**config.mk**
```make
export PLATFORM = sky130hd
export DESIGN_NAME = psum_accum_spad
export DESIGN_NICKNAME = d
export VERILOG_FILES = /design/src/rtl/psum_accum_spad.sv
export SDC_FILE = /design/constraint.sdc
export NUM_CORES = 1
export LEC_CHECK = 0
export BUFFER_PORTS_ARGS = -buffer_cell sky130_fd_sc_hd__clkbuf_2
export CORE_ASPECT_RATIO = 1.1
export CORE_UTILIZATION = 30
export DETAILED_ROUTE_END_ITERATION = 10
export GPL_TIMING_DRIVEN = 1
export SLEW_MARGIN = 15
export SYNTH_ARGS = -nofsm -noshare
export SYNTH_HDL_FRONTEND = slang
export SYNTH_SLANG_ARGS = --single-unit
```
**constraint.sdc**
```tcl
create_clock -name clk -period 9.55 [get_ports clk]
set_input_delay 1.91 -clock clk [delete_from_list [all_inputs] [get_ports clk]]
set_output_delay 1.91 -clock clk [all_outputs]
set_load 0.005 [all_outputs]
```
**src/rtl/psum_accum_spad.sv**
```systemverilog
// Partial-sum scratchpad: accumulates MAC products per entry, then streams all entries out and clears them.
// Optional macro PSUM_SATURATE_EN clamps reduction and accumulation instead of wrapping.
module psum_accum_spad #(
   parameter int PROD_BITWIDTH = 32,
   parameter int PSUM_BITWIDTH = 16,
   parameter int NUM_ENTRIES   = 16,
   parameter int ADDR_BITWIDTH = 4
) (
   input  logic                     clk,
   input  logic                     reset,
   input  logic [PROD_BITWIDTH-1:0] prod_in,
   input  logic [ADDR_BITWIDTH-1:0] prod_addr,
   input  logic                     prod_first,
   input  logic                     prod_valid,
   output logic                     prod_ready,
   input  logic                     drain_start,
   output logic [PSUM_BITWIDTH-1:0] psum_out,
   output logic                     psum_out_valid,
   input  logic                     psum_out_ready,
   output logic                     busy
);

   typedef enum logic [1:0] {IDLE, ACCUM, DRAIN} state_e;

   state_e                   state_q, state_d;
   logic [PSUM_BITWIDTH-1:0] mem_q [NUM_ENTRIES];
   logic [ADDR_BITWIDTH-1:0] drain_ptr_q, drain_ptr_d;

   logic                     prod_acc, drain_acc, drain_last;
   logic [PSUM_BITWIDTH-1:0] base, reduced, sum_d;

   assign prod_ready     = (state_q != DRAIN);
   assign prod_acc       = prod_valid && prod_ready;
   assign psum_out_valid = (state_q == DRAIN);
   assign drain_acc      = psum_out_valid && psum_out_ready;
   assign drain_last     = (drain_ptr_q == ADDR_BITWIDTH'(NUM_ENTRIES - 1));
   assign psum_out       = psum_out_valid ? mem_q[drain_ptr_q] : '0;
   assign busy           = (state_q != IDLE);
   assign base           = prod_first ? '0 : mem_q[prod_addr];

`ifdef PSUM_SATURATE_EN
   logic [PSUM_BITWIDTH:0] wide_sum;
   assign reduced  = (|prod_in[PROD_BITWIDTH-1:PSUM_BITWIDTH]) ? '1 : prod_in[PSUM_BITWIDTH-1:0];
   assign wide_sum = {1'b0, base} + {1'b0, reduced};
   assign sum_d    = wide_sum[PSUM_BITWIDTH] ? '1 : wide_sum[PSUM_BITWIDTH-1:0];
`else
   // Upper product bits are dropped by the modulo-2^PSUM_BITWIDTH reduction.
   logic prod_hi_unused;
   assign prod_hi_unused = ^prod_in[PROD_BITWIDTH-1:PSUM_BITWIDTH];
   assign reduced        = prod_in[PSUM_BITWIDTH-1:0];
   assign sum_d          = base + reduced;
`endif

   always_comb begin
      state_d     = state_q;
      drain_ptr_d = drain_ptr_q;
      case (state_q)
         IDLE: begin
            if (drain_start)   state_d = DRAIN;
            else if (prod_acc) state_d = ACCUM;
         end
         ACCUM: begin
            if (drain_start) state_d = DRAIN;
         end
         DRAIN: begin
            if (drain_acc) begin
               if (drain_last) begin
                  state_d     = IDLE;
                  drain_ptr_d = '0;
               end else begin
                  drain_ptr_d = drain_ptr_q + ADDR_BITWIDTH'(1);
               end
            end
         end
         default: state_d = IDLE;
      endcase
   end

   always_ff @(posedge clk or posedge reset) begin
      if (reset) begin
         state_q     <= IDLE;
         drain_ptr_q <= '0;
      end else begin
         state_q     <= state_d;
         drain_ptr_q <= drain_ptr_d;
      end
   end

   // Accept and drain beats never coincide: prod_ready is low throughout DRAIN.
   always_ff @(posedge clk or posedge reset) begin
      if (reset) begin
         for (int i = 0; i < NUM_ENTRIES; i++) mem_q[i] <= '0;
      end else if (prod_acc) begin
         mem_q[prod_addr] <= sum_d;
      end else if (drain_acc) begin
         mem_q[drain_ptr_q] <= '0;
      end
   end

endmodule

```
Word level (Yosys, flattened, before mapping)
Cells that the tools add are included.

Add/sub/neg operators: 2. Order comparisons: 4. Eq/ne operators: 8. Mux-type cells: 22. Bitwise operators: 4. Reduce and logical (&&, ||, !) cells: 9.

Operators by type and width (count): $mux 256 (2); $and 256x256->256 (1); $bwmux 256 (1); $not 256->256 (1); $bmux 16 s4 (2); $demux 16 s4 (2); $mux 16 (8); $add 16x16->16 (1); $ge 5x5->1 const B (2); $lt 5x1->1 const B (2); $mux 2 (5); $not 4->5 (2); $pmux 2 s3 (1); $add 4x1->4 const B (1); $eq 4x4->1 const B (1); $logic_and 1x1->1 (4); $mux 4 (1); $ne 2x1->1 const B (2); $ne 2x2->1 const B (2); $reduce_and 4->1 (1); $reduce_bool 2->1 (2); $ne 3x3->1 const B (1); $eq 2x1->1 const B (1); $eq 2x2->1 const B (1); other kinds (2) (2).

Flip-flop bits (word level): 262. Input port bits: 42. Output and inout port bits: 19. Logic and storage cells: 67.

Logic depth before layout (Yosys ltp)
Depth after elaboration: 9. Depth in mapped cells: 16. Gate-level depth less buffers: 11.

Least setup slack after synthesis
No wires, ideal clock.

Path kind: input port to flip-flop. From: input port prod_addr[1]. To: register mem_q[126] (netlist name). Data arrival time: 5892 ps. Required time: 9428 ps. Slack: 3537 ps. Stages: 16. Cells stage by stage: clkbuf_1 clkbuf_1 clkbuf_1 mux4_2 mux4_2 nor2b_1 ha_1 fa_1 a211oi_1 nor3_1 o21bai_1 a21boi_1 or3_1 clkbuf_1 clkbuf_1 a32o_1.

Word-level cells in the longest chain between the ends: 8. Elaborated cells between the ends (all ways): 13. Those cells by class: add/sub: 1; order compare: 2; mux: 8; bitwise: 1; reduce/logical: 1.

Ends and longest elaborated chain: start, declared (line 12) `input logic [ADDR_BITWIDTH-1:0] prod_addr,`; $not 4->5 (not written as such) (*) (line 39, 94); $bmux 16 s4 (line 39) `assign base = prod_first ? '0 : mem_q[prod_addr];`; $mux 16 (not written as such) (2 in a row) (line 39); $mux 16 (line 39); $add 16x16->16 (line 51) `assign sum_d = base + reduced;`; $bwmux 256 (*) (line 94) `mem_q[prod_addr] <= sum_d;`; $mux 256 (*) (line 93) `end else if (prod_acc) begin`; end signal, assigned by index (line 94); end, declared (line 26) `logic [PSUM_BITWIDTH-1:0] mem_q [NUM_ENTRIES];`.

Every way passes the cells marked *; elsewhere a longest branch is shown, timed or not. The select of a mux whose other input is x is not followed. A chain may end at the register's enable or synchronous reset.

Worst setup path after layout
From: input port prod_addr[0]. To: register mem_q[61] (netlist name).

Same word-level chain as after synthesis.

==> impl_results.md <==
* Routed wire length per instance at between 20 and 30 µm
* Final nets at 1,224
* Most frequent cell after synthesis: dfrtp_1
* Synth Area in Compound Gates at 18.0%
* CP max FO at 48
* Worst Path Required at 9.96 ns
* DR pass1 iterations at 5
* Final hold viol count at 0
* FILL cells at 4,759
* Syn Inst Count at 1,158
* DRC violations left at 0
* First-pass GRT wire length at ~75,000 µm
* Vias in the first global route at 11,400
* Routed Wire Length at 49,600 µm
* Cell Area, Synth at 14,700 µm²
* Measured slew at the worst slew-check pin at around 1.2 ns
* Max frequency at 0.149 GHz
* Synth warn at 0
* Layout cells sized above 1 at around 28%
* DR vias at 11,100
* Adder-Cell Fraction of Synth Area at 1.75%
* Synth async-reset ratio at 100%
* GP Congestion at approximately 0.91
* Core box area at 48,100 µm²
* Antenna Nets Post-Route at 0
* Clock latency reported for the late side of the worst-skew pair at 0.57 ns
* Final Cycle Share at 70.1%
* Util after Layout at 34.7%
* # Post-CTS Setup Buffers at 0
* H-tree levels at 1
* Arrival time at the worst endpoint at 7.10 ns
* Setup TNS at 0 ns
* DR vias/cell at about 6.1
* Skew final at 0.0128 ns
* DR iter-0 viols at around 1,100
* Clk pin slew, worst setup/hold paths at 0.06 ns
* Clk sinks at about 260
* Maximum clock path buffer count at 3
* Power per standard cell area at about 230 nW/µm²
* Initial core utilization at 30.6%
* Port-buffer cells at 44
* Relative slew slack at 17.4%
* Initial antenna violation count at 2
* Synthesized net count at 1,220
* Root Buffer Master: clkbuf_16
* Startpoint Class: input port
* Largest family of logic cells by synthesized area: multiplexers
* Final max-slew violation count at 0
* Die width at between 200 and 250 µm
* Top cells by count, synth: dfrtp_1, mux4_2, a22o_1
* Leakage at 7.17 nW
* Max capacitance violation total at 0
* All-Layer GR Usage at 20.3%
* Die span in y at 234 µm
* Row cnt at 84
* Largest net degree at the start of global routing at 175
* Synth Area in XOR/XNOR at 0.654%
* Post-synth EDFFs at 0
* Status: completed
* Syn_area_per_cell at 12.7 µm²
* Most area-hungry cell type in the Yosys netlist: dfrtp_1
* Worst min path class: flop to flop
* Post-CTS Hold Buffers at 0
* Final setup fails at 0
* Grt ovf at 0
* Post-synthesis mux area share at 24.4%
* Synth unique cells at 52
* Top post-synthesis cells by area: dfrtp_1, mux4_2, a22o_1, nand2_1, clkbuf_1
* VDD IR-drop max at 142 µV
* Kind of critical path: input port to flop
* Post-synthesis sequential area ratio at 44.5%
* FF+latch count, synth at approximately 260
* Total CTS buffers at 27
* Post-synthesis simple-gate area fraction at under 10%
* Area grow syn2layout at 13.4%
* HPWL after DPL at 31,700 µm
* Top_reg_cell synth: dfrtp_1
* Unrepaired setup endpoints after global routing: no
* Io pins at 61
* Die ar. at 50,000 µm²
* CTS resizes at 0
* CTS tree: built
* Share of the synthesized area in the top cell type at approximately 45%
* Post-route minimum period at 6.69 ns
* Kind of end point of the critical path: flop
final timing paths:
kind / from / to / slack, ns / cells after the start
worst max-delay path: prod_addr[0] / mem_q[61]$_DFFE_PP0P_ / 2.86 / 11
worst min-delay path: state_q[1]$_DFFE_PP0P_ / state_q[0]$_DFFE_PP0P_ / 0.50 / 1
worst max register to register: mem_q[68]$_DFFE_PP0P_ / mem_q[61]$_DFFE_PP0P_ / 5.03 / 10
worst min register to register: state_q[1]$_DFFE_PP0P_ / state_q[0]$_DFFE_PP0P_ / 0.50 / 1
max in group asynchronous: reset / drain_ptr_q[0]$_DFFE_PP0P_ / 6.61 / 3
min in group asynchronous: reset / mem_q[220]$_DFFE_PP0P_ / 1.44 / 2
cell families after synthesis:
family | after synthesis
flip-flops | 262
AND/OR/NAND/NOR | 239
multiplexers | 162
buffers and inverters | 119
XOR/XNOR | 11
adder cells (fa/ha/maj) | 20
AO/OA/AOI/OAI | 345
worst max-delay path, stage by stage:
cell      delay (ns)
buf_4           0.74
buf_4           0.57
mux4_2          0.59
mux4_2          0.54
nor2b_1         0.16
ha_1            0.38
nand2_1         0.11
a211o_1         0.35
a21oi_2         0.82
o21a_1          0.67
o211ai_1        0.20
layer usage:
| metal | part of all wire (%) | track usage [%] |
|---|---|---|
| met5 | 0.016 | 0 |
| met2 | 49 | 33.6 |
| met4 | 3.5 | 8.21 |
| met3 | 8.4 | 3.05 |
| met1 | 39 | 26.6 |
layout by cell type, fill, tap and decap left out, types with 6 or more instances in the layout:
master	count
dfrtp_1	260
clkbuf_8	7
clkbuf_2	42
o211ai_1	32
clkinv_2	6
nand2b_1	9
clkbuf_16	27
o31ai_1	16
nand2_1	119
nor2_1	38
inv_1	6
o21ai_2	9
buf_4	44
nor2b_1	18
a22o_1	144
a21oi_1	11
a32o_1	28
a21o_1	18
ha_1	19
o21ai_0	56
and2_1	22
mux4_2	158
layout make-up:
| type | instances | area [µm²] | area share, % |
|---|---|---|---|
| Timing Repair Buffer | 87 | 561 | 3.36 |
| Tap cell | 645 | 807 | 4.83 |
| Antenna cell | 1 | 2.50 | 0.0150 |
| Clock buffer | 39 | 791 | 4.74 |
| Multi-Input combinational cell | 777 | 7840 | 46.9 |
| Clock inverter | 10 | 106 | 0.637 |
| Inverter | 7 | 33.8 | 0.202 |
| Sequential cell | 262 | 6560 | 39.3 |
sequential cells by signal, summed over array words and instances (netlist names):
name	flops
mem_q	256
drain_ptr_q	4
state_q	2
report_power, final:
group	switching (W)	internal [W]
clock	0.000462	0.000627
combinational	0.000621	0.000557
sequential	0.000238	0.00131
metrics by stage:
| stage | hold slack (ns) | std cells | total power, W | cell area, µm² | setup slack (ns) |
|---|---|---|---|---|---|
| floorplan | 0.455 | 1158 | 0.00233 | 14700 | 0.428 |
| global placement | 0.469 | 1778 | 0.00270 | 15800 | 2.27 |
| detailed placement | 0.481 | 1778 | 0.00273 | 15800 | 2.26 |
| CTS | 0.499 | 1827 | 0.00382 | 16700 | 2.83 |
| global route | 0.521 | 1827 | 0.00398 | 16700 | 2.50 |
| finish | 0.496 | 1828 | 0.00382 | 16700 | 2.86 |
Note: power is estimated with default switching activity, not from simulation.
